===== config.mk =====
export PLATFORM = sky130hd
export DESIGN_NAME = alu_share_arbiter
export DESIGN_NICKNAME = d
export VERILOG_FILES = /design/src/rtl/alu_pkg.sv /design/src/rtl/alu_share_arbiter_alu.sv /design/src/rtl/alu_share_arbiter.sv
export SDC_FILE = /design/constraint.sdc
export NUM_CORES = 1
export LEC_CHECK = 0
export CORE_AREA = 2 2 206 107
export CTS_BUF_LIST = sky130_fd_sc_hd__clkbuf_16
export DETAILED_ROUTE_END_ITERATION = 12
export DIE_AREA = 0 0 208 109
export PLACE_DENSITY = 0.7
export SLEW_MARGIN = 25
export SYNTH_ARGS = -nofsm -noshare
export SYNTH_HDL_FRONTEND = slang
export SYNTH_SLANG_ARGS = --single-unit

===== constraint.sdc =====
create_clock -name clk -period 8.7 [get_ports clk]
set_input_delay 1.305 -clock clk [delete_from_list [all_inputs] [get_ports clk]]
set_output_delay 1.305 -clock clk [all_outputs]
set_load 0.03 [all_outputs]

===== src/rtl/alu_pkg.sv =====
// rtl/alu_pkg.sv - shared ALU constants, width and arbiter state type
package alu_pkg;

  localparam int DATA_W = 32;

  localparam logic [2:0] ALU_OR  = 3'b000;
  localparam logic [2:0] ALU_ADD = 3'b001;
  localparam logic [2:0] ALU_SUB = 3'b010;
  localparam logic [2:0] ALU_CMP = 3'b011;

  typedef enum logic [1:0] {
    IDLE = 2'd0,
    EXEC = 2'd1,
    RESP = 2'd2
  } arb_state_t;

endpackage


===== src/rtl/alu_share_arbiter_alu.sv =====
// rtl/alu_share_arbiter_alu.sv - combinational 32-bit ALU with sign/zero flags
module alu_share_arbiter_alu
  import alu_pkg::*;
(
  input  logic [DATA_W-1:0] a,
  input  logic [DATA_W-1:0] b,
  input  logic [2:0]        op,
  output logic [DATA_W-1:0] result,
  output logic              zero,
  output logic              neg,
  output logic              pos
);

  always_comb begin
    result = '0;
    case (op)
      ALU_OR:  result = a | b;
      ALU_ADD: result = a + b;
      ALU_SUB: result = a - b;
      // unsigned three-way compare encoded as -1 / 0 / +1
      ALU_CMP: begin
        if (a == b)     result = '0;
        else if (a < b) result = '1;
        else            result = DATA_W'(1);
      end
      default: result = '0;
    endcase
  end

  assign zero = (result == '0);
  assign neg  = result[DATA_W-1];
  assign pos  = !zero && !neg;

endmodule


===== src/rtl/alu_share_arbiter.sv =====
// rtl/alu_share_arbiter.sv - round-robin two-port arbiter and sequencer for the shared ALU
module alu_share_arbiter
  import alu_pkg::*;
(
  input  logic              clk,
  input  logic              reset,
  input  logic [1:0]        req_valid,
  output logic [1:0]        req_ready,
  input  logic [DATA_W-1:0] req_a0,
  input  logic [DATA_W-1:0] req_b0,
  input  logic [2:0]        req_op0,
  input  logic [DATA_W-1:0] req_a1,
  input  logic [DATA_W-1:0] req_b1,
  input  logic [2:0]        req_op1,
  output logic [1:0]        resp_valid,
  input  logic [1:0]        resp_ready,
  output logic [DATA_W-1:0] resp_result,
  output logic              resp_zero,
  output logic              resp_neg,
  output logic              resp_pos,
  output logic              busy
);

  arb_state_t        state;
  logic              last_grant;
  logic              owner;
  logic              grant;
  logic              accept;
  logic [DATA_W-1:0] a_q;
  logic [DATA_W-1:0] b_q;
  logic [2:0]        op_q;
  logic [DATA_W-1:0] alu_result;
  logic              alu_zero;
  logic              alu_neg;
  logic              alu_pos;

  // A tie goes to the port that was not served last; otherwise the sole requester wins.
  always_comb begin
    grant     = (req_valid == 2'b11) ? ~last_grant : req_valid[1];
    req_ready = 2'b00;
    if (state == IDLE && req_valid[grant]) req_ready[grant] = 1'b1;
  end

  assign accept = |req_ready;
  assign busy   = (state != IDLE);

  alu_share_arbiter_alu u_alu (
    .a      (a_q),
    .b      (b_q),
    .op     (op_q),
    .result (alu_result),
    .zero   (alu_zero),
    .neg    (alu_neg),
    .pos    (alu_pos)
  );

  always_ff @(posedge clk) begin
    if (reset) begin
      state       <= IDLE;
      last_grant  <= 1'b1;
      owner       <= 1'b0;
      a_q         <= '0;
      b_q         <= '0;
      op_q        <= '0;
      resp_valid  <= 2'b00;
      resp_result <= '0;
      resp_zero   <= 1'b1;
      resp_neg    <= 1'b0;
      resp_pos    <= 1'b0;
    end else begin
      case (state)
        IDLE: begin
          if (accept) begin
            a_q        <= grant ? req_a1  : req_a0;
            b_q        <= grant ? req_b1  : req_b0;
            op_q       <= grant ? req_op1 : req_op0;
            owner      <= grant;
            last_grant <= grant;
            state      <= EXEC;
          end
        end
        EXEC: begin
          resp_result <= alu_result;
          resp_zero   <= alu_zero;
          resp_neg    <= alu_neg;
          resp_pos    <= alu_pos;
          resp_valid  <= owner ? 2'b10 : 2'b01;
          state       <= RESP;
        end
        RESP: begin
          if (resp_ready[owner]) begin
            resp_valid <= 2'b00;
            state      <= IDLE;
          end
        end
        default: state <= IDLE;
      endcase
    end
  end

endmodule

==> flow_summary.json <==
{
  "status": "finished, final reports clean",
  "post_drt_wl_per_cell_um": 22.8,
  "worstMarginPinSlew_ps": 962,
  "reg2reg_slack_ps": 3860,
  "vias": 10200,
  "crit_arrival_ps": 5100,
  "synth_area_um2": 9260,
  "grt_pass1_wl_um": 56100,
  "fin_nets": 1558,
  "synth_seq_area_share_pct": 23.1,
  "maxCapViolations": 0,
  "postSynthCellCount": 1197,
  "fin_skew_ps": 14.0,
  "reg2reg_from": "a_q[24]$_SDFFE_PP0P_",
  "viasPerCell": 6.42,
  "fin_tns_setup_ps": 0,
  "gp_congestion": 1.01,
  "startpoint_type": "flip-flop",
  "reg2reg_depth": 14,
  "grt_max_degree": 71,
  "drc_errors": 0,
  "timing.fmax_ghz": 0.207,
  "core_area_um2": 21000,
  "ios": 180,
  "syn_nets": 1443,
  "die_x_um": 208,
  "vdd_ir_drop_max_v": 0.0000928,
  "die_h_um": 109,
  "layout-drive-gt1-share_pct": 5.24,
  "hold_viol_final": 0,
  "die_area_um2": 22700,
  "maxSlewViolCount": 0,
  "finalCritPeriodShare_pct": 55.6,
  "drtIter0Drc": 1771,
  "cts_hold_buf": 0,
  "use_met3_pct": 11.2,
  "crit_end": "resp_pos$_SDFFE_PP0P_",
  "detail-route-antenna-nets": 0,
  "multiInputGateArea_um2": 6420,
  "required_ps": 8960,
  "busiest_layer": "met1",
  "grt_usage_pct": 32.1,
  "area_growth_pct": 23.9,
  "avgSynthCellArea_um2": 7.74,
  "synth_cell_types": 80,
  "leakagePower_uw": 0.00442,
  "synth_ff_type": "dfxtp_1",
  "insertion_delay_ps": 370,
  "worst-path-stages": 14,
  "cts_sinks": 107,
  "crit_path_cell_trace": "inv_1, ha_1, nor4_1, nand4_1, o2111ai_1, a2111oi_0, nand3_1, buf_4, o21ai_0, a211oi_1, nand4_1, nor4_1, nand2_1, and3_1",
  "post-place-ws_ps": 3890,
  "antenna_found_initial": 0,
  "hold_class": "flip-flop to flip-flop",
  "grt_setup_unrepaired": "no",
  "yosysWarnings": 0,
  "yosysMostFrequentCell": "nor2_1",
  "ys_seq_elements": 107,
  "cpPeakStageDelay_ps": 580,
  "hpwl_um": 28000,
  "initial_utilization_pct": 44.1,
  "crit_slowest_cell": "nor4_1",
  "cts_tree": "built",
  "grtUsageMet1_pct": 52.9,
  "numCtsBuffers": 9,
  "port_buffers": 179,
  "register_area_um2": 2140,
  "wl_um": 36400,
  "synth_top_area_share_pct": 23.1,
  "finalSetupViolCount": 0,
  "fin_ws_ps": 3860,
  "ctsResizeCount": 0,
  "synthTopCellsByArea": "dfxtp_1, ha_1, a222oi_1, nor2_1, a21oi_1",
  "fin_crit_ps": 4840,
  "synth_edf_count": 0,
  "crit_path_end_kind": "flip-flop",
  "path_clk_slew_ps": 90,
  "crit_path_start": "a_q[24]$_SDFFE_PP0P_",
  "row_count": 38,
  "grt_pass1_vias": 9157,
  "htree_num_levels": 3,
  "synth_commonest_cells": "nor2_1, dfxtp_1, ha_1",
  "clock_path_buffers": 2,
  "clockRootBuffer": "clkbuf_16",
  "synth_area_leader_cell": "dfxtp_1",
  "rr_endpoint": "resp_pos$_SDFFE_PP0P_",
  "critical_path_class": "flip-flop to flip-flop",
  "crit_fanout": 18,
  "async_flop_share_pct": 0,
  "cts_setup_buffers": 0,
  "p_per_area_nw_per_um2": 183,
  "critPathBufInv": 2,
  "dr.pass1.iters": 10,
  "critPathTopFamily": "simple AND/OR/NAND/NOR gates",
  "slew_headroom_pct": 35.3,
  "grt_overflow": 0,
  "antennaDiodeCount": 0,
  "use_met2_pct": 38.6,
  "fill_cells": 2001
}
[layout by cell type, fill, tap and decap left out, drive strengths merged, types with 7 or more instances in the layout]
cell type / Yosys / final
a222oi: 67 / 67
inv: 98 / 100
buf: 28 / 14
nor2: 173 / 173
xnor2: 25 / 25
o21bai: 8 / 8
a211oi: 25 / 25
a21oi: 83 / 83
clkbuf: 60 / 9
nand3: 23 / 23
mux2i: 7 / 7
a21o: 14 / 14
a31oi: 9 / 9
nor2b: 18 / 18
nor3: 30 / 30
o21ai: 49 / 49
nor4: 17 / 17
o31ai: 15 / 15
nand2: 62 / 62
dfxtp: 107 / 107
o2111ai: 7 / 7
ha: 104 / 104
a221oi: 7 / 7
o211ai: 11 / 11
clkdlybuf4s50: 0 / 178
a311oi: 18 / 18
nand4: 12 / 12
o21a: 8 / 8
o221ai: 10 / 10
and3: 10 / 10
[how the worst min path moves through the flow]
stage                                       from                           end  slack (ps)  cells past startpoint
floorplan                last_grant$_SDFFE_PP1P_       last_grant$_SDFFE_PP1P_         460                      2
detailed placement   resp_result[9]$_SDFFE_PP0P_   resp_result[9]$_SDFFE_PP0P_         490                      2
global placement     resp_result[9]$_SDFFE_PP0P_   resp_result[9]$_SDFFE_PP0P_         460                      2
finish               resp_result[9]$_SDFFE_PP0P_   resp_result[9]$_SDFFE_PP0P_         490                      2
global route        resp_result[26]$_SDFFE_PP0P_  resp_result[26]$_SDFFE_PP0P_         520                      2
CTS                  resp_result[9]$_SDFFE_PP0P_   resp_result[9]$_SDFFE_PP0P_         490                      2
[registers in the layout (all words and copies together), names as in the netlist, 2 cells and up]
register     cells
b_q             32
resp_result     32
resp_valid       2
op_q             3
state            2
a_q             32
[power by group]
part	switching, uW	internal, uW	leakage [uW]	total [uW]
clock	222	200	0.000140	422
sequential	54.8	541	0.000881	596
combinational	674	404	0.00340	1080
[kinds of logic after synthesis]
| logic type | after synthesis | synth area share [%] |
|---|---|---|
| AOI/OAI and AO/OA | 390 | 31.9 |
| adders and majority gates | 106 | 14.5 |
| DFF | 107 | 23.1 |
| and+or+nand+nor | 373 | 19.1 |
| muxes | 10 | 1.12 |
| xor gates and xnor gates | 25 | 2.36 |
| buffers and inverters | 186 | 7.94 |
[worst register-to-register path: stages (launching register included)]
cell       delay [ps]
dfxtp_1           390
inv_1              60
ha_1              510
nor4_1            580
nand4_1           210
o2111ai_1         390
a2111oi_0         190
nand3_1           560
buf_4             370
o21ai_0           150
a211oi_1          420
nand4_1           150
nor4_1            430
nand2_1           120
and3_1            180
[final cells by class]
type / instances / area share, %
Timing Repair Buffer: 192 / 16.6
Clock buffer: 9 / 1.96
Sequential cell: 107 / 18.7
Inverter: 98 / 3.21
Tap cell: 280 / 3.05
Clock inverter: 7 / 0.545
Multi-Input combinational cell: 904 / 55.9
[through the flow]
step                utilization (%)  cells  power [uW]  instance area (um^2)  hold slack (ps)
finish                         54.6   1597        2100                 11500              493
global route                   54.6   1597        2200                 11500              525
CTS                            54.6   1597        2060                 11500              494
detailed placement             53.2   1581        1640                 11200              485
global placement               53.1   1580        1640                 11200              465
floorplan                         -   1197        1290                  9260              455
[layer usage]
metal  vias up  routed length [um]
li1       4708                   -
met1      4847               18700
met2       672               12200
met3        19                5330
met4         0                 191
met5         -                   0
(Power assumes the default switching activity.)
